**config.mk**
```make
export PLATFORM = sky130hd
export DESIGN_NAME = snd_access_seq
export DESIGN_NICKNAME = d
export VERILOG_FILES = /design/src/rtl/snd_access_seq.sv
export SDC_FILE = /design/constraint.sdc
export NUM_CORES = 1
export LEC_CHECK = 0
export ABC_AREA = 1
export BUFFER_PORTS_ARGS = -buffer_cell sky130_fd_sc_hd__buf_2
export CAP_MARGIN = 0
export CORE_MARGIN = 2
export CORE_UTILIZATION = 37
export CTS_CLUSTER_DIAMETER = 200
export DETAILED_ROUTE_END_ITERATION = 12
export SYNTH_ARGS = -nofsm -noshare
export SYNTH_HDL_FRONTEND = slang
export SYNTH_SLANG_ARGS = --single-unit
```
**constraint.sdc**
```tcl
create_clock -name clk -period 2 [get_ports clk]
set_input_delay 0.6 -clock clk [delete_from_list [all_inputs] [get_ports clk]]
set_output_delay 0.6 -clock clk [all_outputs]
set_load 0.005 [all_outputs]
```
**src/rtl/snd_access_seq.sv**
```systemverilog
// snd_access_seq: timed YM2203 x2 / SAA1099 access cycles on the internal bus.
// Define TFM_SEQ_PENDING_EN to add a one-entry pending request buffer.
module snd_access_seq #(
  parameter int YM_SETUP  = 1,
  parameter int YM_PULSE  = 14,
  parameter int YM_HOLD   = 2,
  parameter int SAA_CS2WR = 3,
  parameter int SAA_PULSE = 6,
  parameter int SAA_HOLD  = 2
) (
  input  logic       clk,
  input  logic       rst_n,
  input  logic       req_wraddr,
  input  logic       req_wrdata,
  input  logic       req_rddata,
  input  logic       req_cfg,
  input  logic [7:0] wdata,
  input  logic       ym_sel,
  input  logic       ym_stat,
  input  logic       saa_ena,
  input  logic [7:0] d_in,
  output logic [7:0] d_out,
  output logic       d_oe,
  output logic       yma0,
  output logic       ymcs0_n,
  output logic       ymcs1_n,
  output logic       ymrd_n,
  output logic       ymwr_n,
  output logic       saaa0,
  output logic       saacs_n,
  output logic       saawr_n,
  output logic [7:0] rd_data,
  output logic       rd_valid,
  output logic       busy,
  output logic       drop
);

  localparam int M1 = (YM_SETUP > YM_PULSE) ? YM_SETUP : YM_PULSE;
  localparam int M2 = (YM_HOLD > SAA_CS2WR) ? YM_HOLD : SAA_CS2WR;
  localparam int M3 = (SAA_PULSE > SAA_HOLD) ? SAA_PULSE : SAA_HOLD;
  localparam int M4 = (M1 > M2) ? M1 : M2;
  localparam int MX = (M4 > M3) ? M4 : M3;
  localparam int CW = (MX < 2) ? 1 : $clog2(MX);

  typedef enum logic [1:0] {IDLE, SETUP, STROBE, HOLD} state_t;

  typedef struct packed {
    logic       saa;
    logic       rd;
    logic       sel;
    logic       a0;
    logic [7:0] d;
  } desc_t;

  function automatic logic [CW-1:0] len_m1(state_t s, logic saa);
    int n;
    n = 1;
    case (s)
      SETUP:   n = saa ? SAA_CS2WR : YM_SETUP;
      STROBE:  n = saa ? SAA_PULSE : YM_PULSE;
      HOLD:    n = saa ? SAA_HOLD  : YM_HOLD;
      default: n = 1;
    endcase
    return CW'(n - 1);
  endfunction

  state_t        r_state, w_nstate;
  logic [CW-1:0] r_cnt, w_ncnt;
  desc_t         r_desc, w_ndesc, w_new, w_pend;
  logic          r_yma0, r_saaa0, r_rd_valid, r_drop;
  logic [7:0]    r_rd_data;
  logic          w_req_rd, w_req_wd, w_req_wa;
  logic          w_saa_rd, w_chip, w_busy, w_last;
  logic          w_load, w_store, w_drop, w_cap, w_pend_v;

  assign w_req_rd = req_rddata;
  assign w_req_wd = req_wrdata & ~req_rddata;
  assign w_req_wa = req_wraddr & ~req_wrdata & ~req_rddata & ~req_cfg;
  assign w_saa_rd = w_req_rd & saa_ena;
  assign w_chip   = w_req_wd | w_req_wa | (w_req_rd & ~saa_ena);

  assign w_new.saa = saa_ena;
  assign w_new.rd  = w_req_rd;
  assign w_new.sel = ym_sel;
  assign w_new.a0  = w_req_rd ? ~ym_stat : (w_req_wd ^ saa_ena);
  assign w_new.d   = wdata;

  assign w_busy = (r_state != IDLE);
  assign w_last = (r_cnt == '0);
  assign w_cap  = (r_state == STROBE) & w_last & r_desc.rd & ~r_desc.saa;

`ifdef TFM_SEQ_PENDING_EN
  logic  r_pend_v;
  desc_t r_pend;
  logic  w_hold_end, w_pop;

  assign w_hold_end = (r_state == HOLD) & w_last;
  assign w_pop      = w_hold_end & r_pend_v;
  assign w_pend_v   = r_pend_v;
  assign w_pend     = r_pend;

  always_ff @(posedge clk or negedge rst_n) begin
    if (!rst_n) begin
      r_pend_v <= 1'b0;
      r_pend   <= '0;
    end else if (w_store) begin
      r_pend_v <= 1'b1;
      r_pend   <= w_new;
    end else if (w_pop) begin
      r_pend_v <= 1'b0;
    end
  end
`else
  assign w_pend_v = 1'b0;
  assign w_pend   = '0;
`endif

  always_comb begin
    w_nstate = r_state;
    w_ndesc  = r_desc;
    w_load   = 1'b0;
    w_store  = 1'b0;
    w_drop   = 1'b0;
    case (r_state)
      IDLE: if (w_chip) begin
        w_nstate = SETUP;
        w_ndesc  = w_new;
        w_load   = 1'b1;
      end
      SETUP:  if (w_last) w_nstate = STROBE;
      STROBE: if (w_last) w_nstate = HOLD;
      HOLD: if (w_last) begin
        w_nstate = IDLE;
        if (w_pend_v) begin
          w_nstate = SETUP;
          w_ndesc  = w_pend;
          w_load   = 1'b1;
        end
`ifdef TFM_SEQ_PENDING_EN
        else if (w_chip) begin
          w_nstate = SETUP;
          w_ndesc  = w_new;
          w_load   = 1'b1;
        end
`endif
      end
      default: w_nstate = IDLE;
    endcase
    if (w_chip && w_busy) begin
`ifdef TFM_SEQ_PENDING_EN
      if (w_pend_v)
        w_drop = 1'b1;
      else if (!w_hold_end)
        w_store = 1'b1;
`else
      w_drop = 1'b1;
`endif
    end
    if (w_nstate != r_state || w_load)
      w_ncnt = len_m1(w_nstate, w_ndesc.saa);
    else if (w_busy)
      w_ncnt = r_cnt - CW'(1);
    else
      w_ncnt = '0;
  end

  always_ff @(posedge clk or negedge rst_n) begin
    if (!rst_n) begin
      r_state    <= IDLE;
      r_cnt      <= '0;
      r_desc     <= '0;
      r_yma0     <= 1'b0;
      r_saaa0    <= 1'b0;
      r_rd_data  <= 8'hFF;
      r_rd_valid <= 1'b0;
      r_drop     <= 1'b0;
    end else begin
      r_state    <= w_nstate;
      r_cnt      <= w_ncnt;
      r_rd_valid <= 1'b0;
      if (w_load) begin
        r_desc <= w_ndesc;
        if (w_ndesc.saa) r_saaa0 <= w_ndesc.a0;
        else             r_yma0  <= w_ndesc.a0;
      end
      if (w_cap) begin
        r_rd_data  <= d_in;
        r_rd_valid <= 1'b1;
      end
      // SAA has no readable port; answer with an idle-bus value
      if (w_saa_rd) begin
        r_rd_data  <= 8'hFF;
        r_rd_valid <= 1'b1;
      end
      if (w_drop) r_drop <= 1'b1;
    end
  end

  assign d_out    = r_desc.d;
  assign d_oe     = w_busy & ~r_desc.rd;
  assign yma0     = r_yma0;
  assign saaa0    = r_saaa0;
  assign ymcs0_n  = ~(r_state == STROBE & ~r_desc.saa & ~r_desc.sel);
  assign ymcs1_n  = ~(r_state == STROBE & ~r_desc.saa & r_desc.sel);
  assign ymrd_n   = ~(r_state == STROBE & ~r_desc.saa & r_desc.rd);
  assign ymwr_n   = ~(r_state == STROBE & ~r_desc.saa & ~r_desc.rd);
  assign saacs_n  = ~(r_desc.saa & (r_state == SETUP | r_state == STROBE));
  assign saawr_n  = ~(r_desc.saa & r_state == STROBE);
  assign rd_data  = r_rd_data;
  assign rd_valid = r_rd_valid;
  assign busy     = w_busy;
  assign drop     = r_drop;

endmodule

```
==> results of run 1 <==
[layer usage]
metal	vias to the layer above	GRT usage [%]	routed length, um
li1	706	-	-
met3	7	4.51	202
met5	-	0	0
met1	619	19.4	1570
met2	41	25.3	1740
met4	0	6.97	72
[worst max path at each step]
| stage | from | endpoint | depth (start not counted) |
|---|---|---|---|
| global route | r_state[0]$_DFF_PN0_ | ymwr_n | 6 |
| detailed placement | r_state[0]$_DFF_PN0_ | ymcs0_n | 6 |
| global placement | r_state[0]$_DFF_PN0_ | ymcs0_n | 6 |
| floorplan | r_state[0]$_DFF_PN0_ | yma0$_DFFE_PN0P_ | 9 |
| finish | r_state[0]$_DFF_PN0_ | ymcs0_n | 6 |
| CTS | r_state[0]$_DFF_PN0_ | ymcs0_n | 6 |
[cells by family (layout without fill, tap and decap cells)]
| logic type | count (synthesis) | count (layout) | share of synthesized area (%) |
|---|---|---|---|
| buffers and inverters | 24 | 89 | 8.41 |
| AND/OR/NAND/NOR | 108 | 108 | 31.7 |
| multiplexers | 2 | 2 | 1.43 |
| AO/OA/AOI/OAI | 15 | 15 | 5.15 |
| XOR/XNOR | 2 | 2 | 1.11 |
| adder cells (fa/ha/maj) | 7 | 7 | 5.55 |
| flip-flops | 29 | 29 | 46.6 |
[metrics by stage]
step                      setup WS [ns]  setup TNS, ns  util [%]
after global routing            -0.0133        -0.0279      51.1
after floorplan                   0.219              0         -
after CTS                       0.00962              0      49.4
final                            0.0733              0      51.1
after global placement            0.173              0      46.1
after detailed placement          0.125              0      46.1
[area by class of cell]
| class | count | area [um2] | area share (%) |
|---|---|---|---|
| sequential | 29 | 737 | 35.5 |
| multi-input combinational | 134 | 737 | 35.5 |
| timing repair buffer | 68 | 380 | 18.3 |
| inverter | 13 | 56.3 | 2.71 |
| clock buffer | 7 | 96.3 | 4.64 |
| tap | 50 | 62.6 | 3.02 |
| clock inverter | 1 | 5.00 | 0.241 |
[timing repair]
item,CTS,global route
setup buffers,3,6
gates cloned,0,0
setup endpoints to repair,5,8
gates resized for setup,4,8
pin swaps,0,6
[flip-flops by register name (all words and copies together), names as in the netlist]
register	count
r_desc	3
r_state	2
r_cnt	4
yma0	1
d_out	8
rd_data	8
rd_valid	1
drop	1
saaa0	1
[critical path, cell delays in order (launching register included)]
cell and delay (ns):
dfrtp_2 0.45, inv_4 0.10, ha_4 0.14, inv_4 0.04, nor2_4 0.14, nand2_1 0.07
buf_2 0.12
[power breakdown]
group | internal (mW) | total (mW) | switching (mW) | leakage [nW]
registers | 0.883 | 1.06 | 0.179 | 0.339
clock network | 0.310 | 0.523 | 0.213 | 0.0542
logic | 0.780 | 1.76 | 0.978 | 0.727
[Yosys cell counts (2+ instances only)]
cell type and n:
nand3_1 12, a21oi_1 2, ha_1 7, dfstp_2 8
buf_2 2, mux2_2 2, nor2_1 10, buf_4 8
inv_1 11, nand2_1 71, dfrtp_1 21, nand2_2 4
nor2_2 2, o21ai_0 11, nand2_4 3
==> results by group, run 1 <==
Place
  – Placed cell area: 1870 um2
  – Cell count after placement: 285
  – Port Buffers: 52
  – Final GP Congestion: 0.773
  – DP HPWL: 2600 um

Run status
  – Outcome: finished, final reports clean

Final layout
  – Design area: 2070 um2
  – ANT cells: 0
  – Share of cells above drive strength 1: 43.3%
  – Layout area overhead: 31.5%
  – Fin cells: 302
  – Filler cell count: 409
  – Most frequent cells in the layout: 69 x nand2_1, 52 x buf_2, 20 x dfrtp_1, 16 x buf_4, 12 x nand3_1
  – Nets@finish: 283
  – Most common cell after layout, fill and taps aside: nand2_1

Floorplanning
  – Area of the die: 4800 um2
  – Row cnt: 23
  – Initial Util: 38.9%
  – Die Y: 69.3 um
  – Die width: 69.3 um
  – Ports: 53
  – Area of the core: 4060 um2

Synth
  – Post-Synthesis Cells: 187
  – Mapped cell area: 1580 um2
  – Seq cells post-synth: 29
  – Register area share after synthesis: 46.6%
  – Syn_area_per_cell: 8.44 um2
  – Synth area leaders: dfrtp_1 33%, nand2_1 17%, dfstp_2 13%
  – Yosys cell types: 28
  – Syn Nets: 219
  – Most used DFF post-synth: dfrtp_1
  – Post-synth top area cell: dfrtp_1
  – Ys async rst share: 100%
  – Synth top area share: 33.3%
  – Post-synth EDFFs: 0
  – Synth Warn #: 0

Clocking
  – Cts bufs inserted: 5
  – Max Buffers Root-to-Sink: 2
  – H-tree depth: 2
  – CTS sink cnt: 29
  – Skew-Pair Late Insertion Delay: 0.27 ns
  – CTS tree: done
  – Hold_buf cts: 0
  – Clk slew on worst S/H paths: 0.06 ns
  – Root buf cell: clkbuf_8

Hold path
  – Hold Crit Class: in2async

Global route
  – Vias in the first global route: 1305
  – Total GRT Usage: 15.7%
  – Grt ovf: 0
  – Largest net degree at the start of global routing: 30
  – Initial antenna violation count: 0
  – First-pass GRT wire length: 5960 um

Timing
  – Final Skew: 0.00437 ns
  – Slew Viols, Final: 0
  – Slew @ Worst Pin: 0.654 ns
  – Tcrit/Tclk final: 96.3%
  – Fin Hold WS: 0.348 ns
  – Max Freq: 519 MHz
  – Slew HR: 56.4%
  – # setup viols final: 0
  – Fin crit period: 1.93 ns
  – Final hold violations: 0
  – RSZ-0062 raised after global routing: yes

Worst setup path
  – Worst r2r path cells: 13
  – Reg2reg end: r_cnt[3]$_DFF_PN0_
  – Crit path capture type: output port
  – Worst Setup Start Kind: flop
  – FF-to-FF Start: r_state[1]$_DFF_PN0_
  – Worst Path Required: 1.40 ns
  – Critical Path AT: 1.33 ns
  – Worst Setup Path Type: reg2out
  – Register-to-register setup slack: 0.16 ns
  – Critical-path maximum fanout: 6

Power and ir drop
  – PnR Total Power: 3.34 mW
  – Pwr dens: 1610 nW/um2
  – VDD IR-drop max: 0.554 mV
  – P_leak: 1.12 nW

Drt
  – Final WL: 3590 um
  – Drt wl/cell: 11.9 um
  – Vias: 1373
  – Vias per Instance: 4.55
  – Remaining antenna violation count: 0
  – Initial DRT Pass Iterations: 4
  – # DRC: 0
  – DR iter-0 viols: 46

Run
  – Max-Cap Viols: 0
Power figures use the tool's default switching activity.
==> inputs of run 2 (changes only) <==
--- a/config.mk
+++ b/config.mk
@@ -12,6 +12,7 @@
 export CORE_UTILIZATION = 37
 export CTS_CLUSTER_DIAMETER = 200
 export DETAILED_ROUTE_END_ITERATION = 12
+export PLACE_DENSITY = 0.7
 export SYNTH_ARGS = -nofsm -noshare
 export SYNTH_HDL_FRONTEND = slang
 export SYNTH_SLANG_ARGS = --single-unit
==> run 2 against run 1 <==
Effect of this change:
- critical path type unchanged
- final cell count fell by 2.6%
- first-iteration DRC count is 63% higher
- critical endpoint is now ymrd_n
- die area stayed put
==> results by group, run 2 (same netlist as run 1, synthesis figures left out) <==
Worst setup path
  – Critical-path maximum fanout: 5 (-1)
  – Worst Setup Start Kind: flop
  – Worst Setup Path Type: reg2out
  – Worst Path Required: 1.40 ns (about the same)
  – Critical Path AT: 1.34 ns (about the same)
  – Crit path capture type: output port

Final layout
  – Most frequent cells in the layout: 71 x nand2_1, 52 x buf_2, 19 x dfrtp_1, 12 x nand3_1, 11 x o21ai_0
  – ANT cells: 0 (unchanged)
  – Design area: 1990 um2 (-4.2%)
  – Share of cells above drive strength 1: 41.8% (-1.5 points)
  – Nets@finish: 275 (-2.8%)
  – Fin cells: 294 (-2.6%)
  – Most common cell after layout, fill and taps aside: nand2_1
  – Layout area overhead: 25.9%

Hold path
  – Hold Crit Class: in2async

Timing
  – Final hold violations: 0 (unchanged)
  – Final Skew: 0.00868 ns (+0.00431 ns)
  – RSZ-0062 raised after global routing: yes
  – Max Freq: 517 MHz (-0.46%)
  – Slew HR: 58.7% (+2.3 points)
  – Slew @ Worst Pin: 0.620 ns (-0.0345 ns)
  – Fin crit period: 1.94 ns (+0.00894 ns)
  – Slew Viols, Final: 0 (unchanged)
  – Setup TNS: 0 ns (unchanged)
  – # setup viols final: 0 (unchanged)
  – Tcrit/Tclk final: 96.8% (+0.45 points)

Place
  – Cell count after placement: 283 (-0.70%)
  – Port Buffers: 52 (unchanged)
  – Placed cell area: 1860 um2 (-0.80%)
  – DP HPWL: 2470 um (-4.9%)
  – Final GP Congestion: 0.850 (+9.9%)

Clocking
  – Clk slew on worst S/H paths: 0.07 ns (about the same)
  – Skew-Pair Late Insertion Delay: 0.28 ns (about the same)
  – Max Buffers Root-to-Sink: 2 (unchanged)
  – H-tree depth: 2 (unchanged)
  – CTS sink cnt: 29 (unchanged)
  – Root buf cell: clkbuf_8
  – CTS tree: done
  – Cts bufs inserted: 5 (unchanged)

Power and ir drop
  – Pwr dens: 1580 nW/um2 (-2.1%)
  – P_leak: 1.06 nW (-4.9%)
  – VDD IR-drop max: 0.532 mV (-4.0%)

Global route
  – Total GRT Usage: 14.3% (-1.3 points)
  – First-pass GRT wire length: 5510 um (-7.6%)
  – Grt ovf: 0 (unchanged)
  – Initial antenna violation count: 0 (unchanged)
  – Vias in the first global route: 1254 (-3.9%)
  – Largest net degree at the start of global routing: 30 (unchanged)

Floorplanning
  – Area of the core: 4060 um2 (unchanged)
  – Die Y: 69.3 um (unchanged)
  – Area of the die: 4800 um2 (unchanged)
  – Initial Util: 38.9% (unchanged)
  – Die width: 69.3 um (unchanged)
  – Row cnt: 23 (unchanged)
  – Ports: 53 (unchanged)

Drt
  – DR iter-0 viols: 75 (+63%)
  – # DRC: 0 (unchanged)
  – Initial DRT Pass Iterations: 4 (unchanged)
  – Remaining antenna violation count: 0 (unchanged)
  – Vias per Instance: 4.53 (-0.42%)
  – Drt wl/cell: 11.2 um (-6.0%)
  – Final WL: 3280 um (-8.5%)
  – Vias: 1331 (-3.1%)

Run status
  – Outcome: finished, final reports clean

Run
  – Max-Cap Viols: 0 (unchanged)
-- run 2: worst paths after layout --
check / slack (ns) / cells past startpoint / from / endpoint
min reg2reg: 0.46 / 2 / rd_data[2]$_DFFE_PN1P_ / rd_data[2]$_DFFE_PN1P_
max in group asynchronous: 1.22 / 1 / rst_n / r_state[0]$_DFF_PN0_
min: 0.33 / 1 / rst_n / drop$_DFFE_PN0P_
min in group clk: 0.46 / 2 / rd_data[2]$_DFFE_PN1P_ / rd_data[2]$_DFFE_PN1P_
max reg2reg: 0.11 / 13 / r_state[0]$_DFF_PN0_ / r_cnt[0]$_DFF_PN0_
max: 0.06 / 6 / r_state[0]$_DFF_PN0_ / ymrd_n
-- run 2: worst max-delay path, cell delays in order, from the launching register on --
cell and delay [ns]:
dfrtp_2 0.42, inv_4 0.08, ha_2 0.19, inv_2 0.05, nor2_4 0.13, nand2_1 0.06, buf_2 0.12
-- run 2: per-stage QoR --
stage	total power [mW]	util [%]	hold WS, ns	worst slack, ns
detailed placement	2.59	45.8	0.453	0.0541
finish	3.14	49.0	0.333	0.0644
global placement	2.58	45.8	0.454	0.0767
global route	3.42	49.0	0.388	-0.0148
floorplan	2.18	-	0.304	0.219
CTS	3.10	48.3	0.354	0.0136
-- run 2: routing by layer --
layer | vias up | global-route usage, % | wire, um | share of wire (%)
li1 | 696 | - | - | -
met1 | 589 | 18.7 | 1520 | 46
met2 | 42 | 21.7 | 1520 | 46
met3 | 4 | 2.76 | 189 | 5.8
met4 | 0 | 9.15 | 51 | 1.6
met5 | - | 0 | 0 | 0
-- run 2: what timing repair did --
item / in CTS / in global routing
pin swaps: 0 / 1
setup buffers: 1 / 2
resized for setup: 5 / 6
endpoints found under the setup margin: 5 / 5
hold buffers: 0 / 0
-- run 2: layout make-up --
cell class,instances,area [um2]
Multi-Input combinational cell,134,722
Fill cell,393,2070
Clock buffer,5,68.8
Inverter,13,53.8
Sequential cell,29,738
Clock inverter,3,17.5
Timing Repair Buffer,60,324
Tap cell,50,62.6
-- run 2: where the power goes --
group          switching, mW  total [mW]  leakage [nW]  internal [mW]
Sequential             0.171        1.06         0.338          0.885
Combinational          0.931        1.62         0.683          0.687
Clock                  0.223       0.462        0.0439          0.239
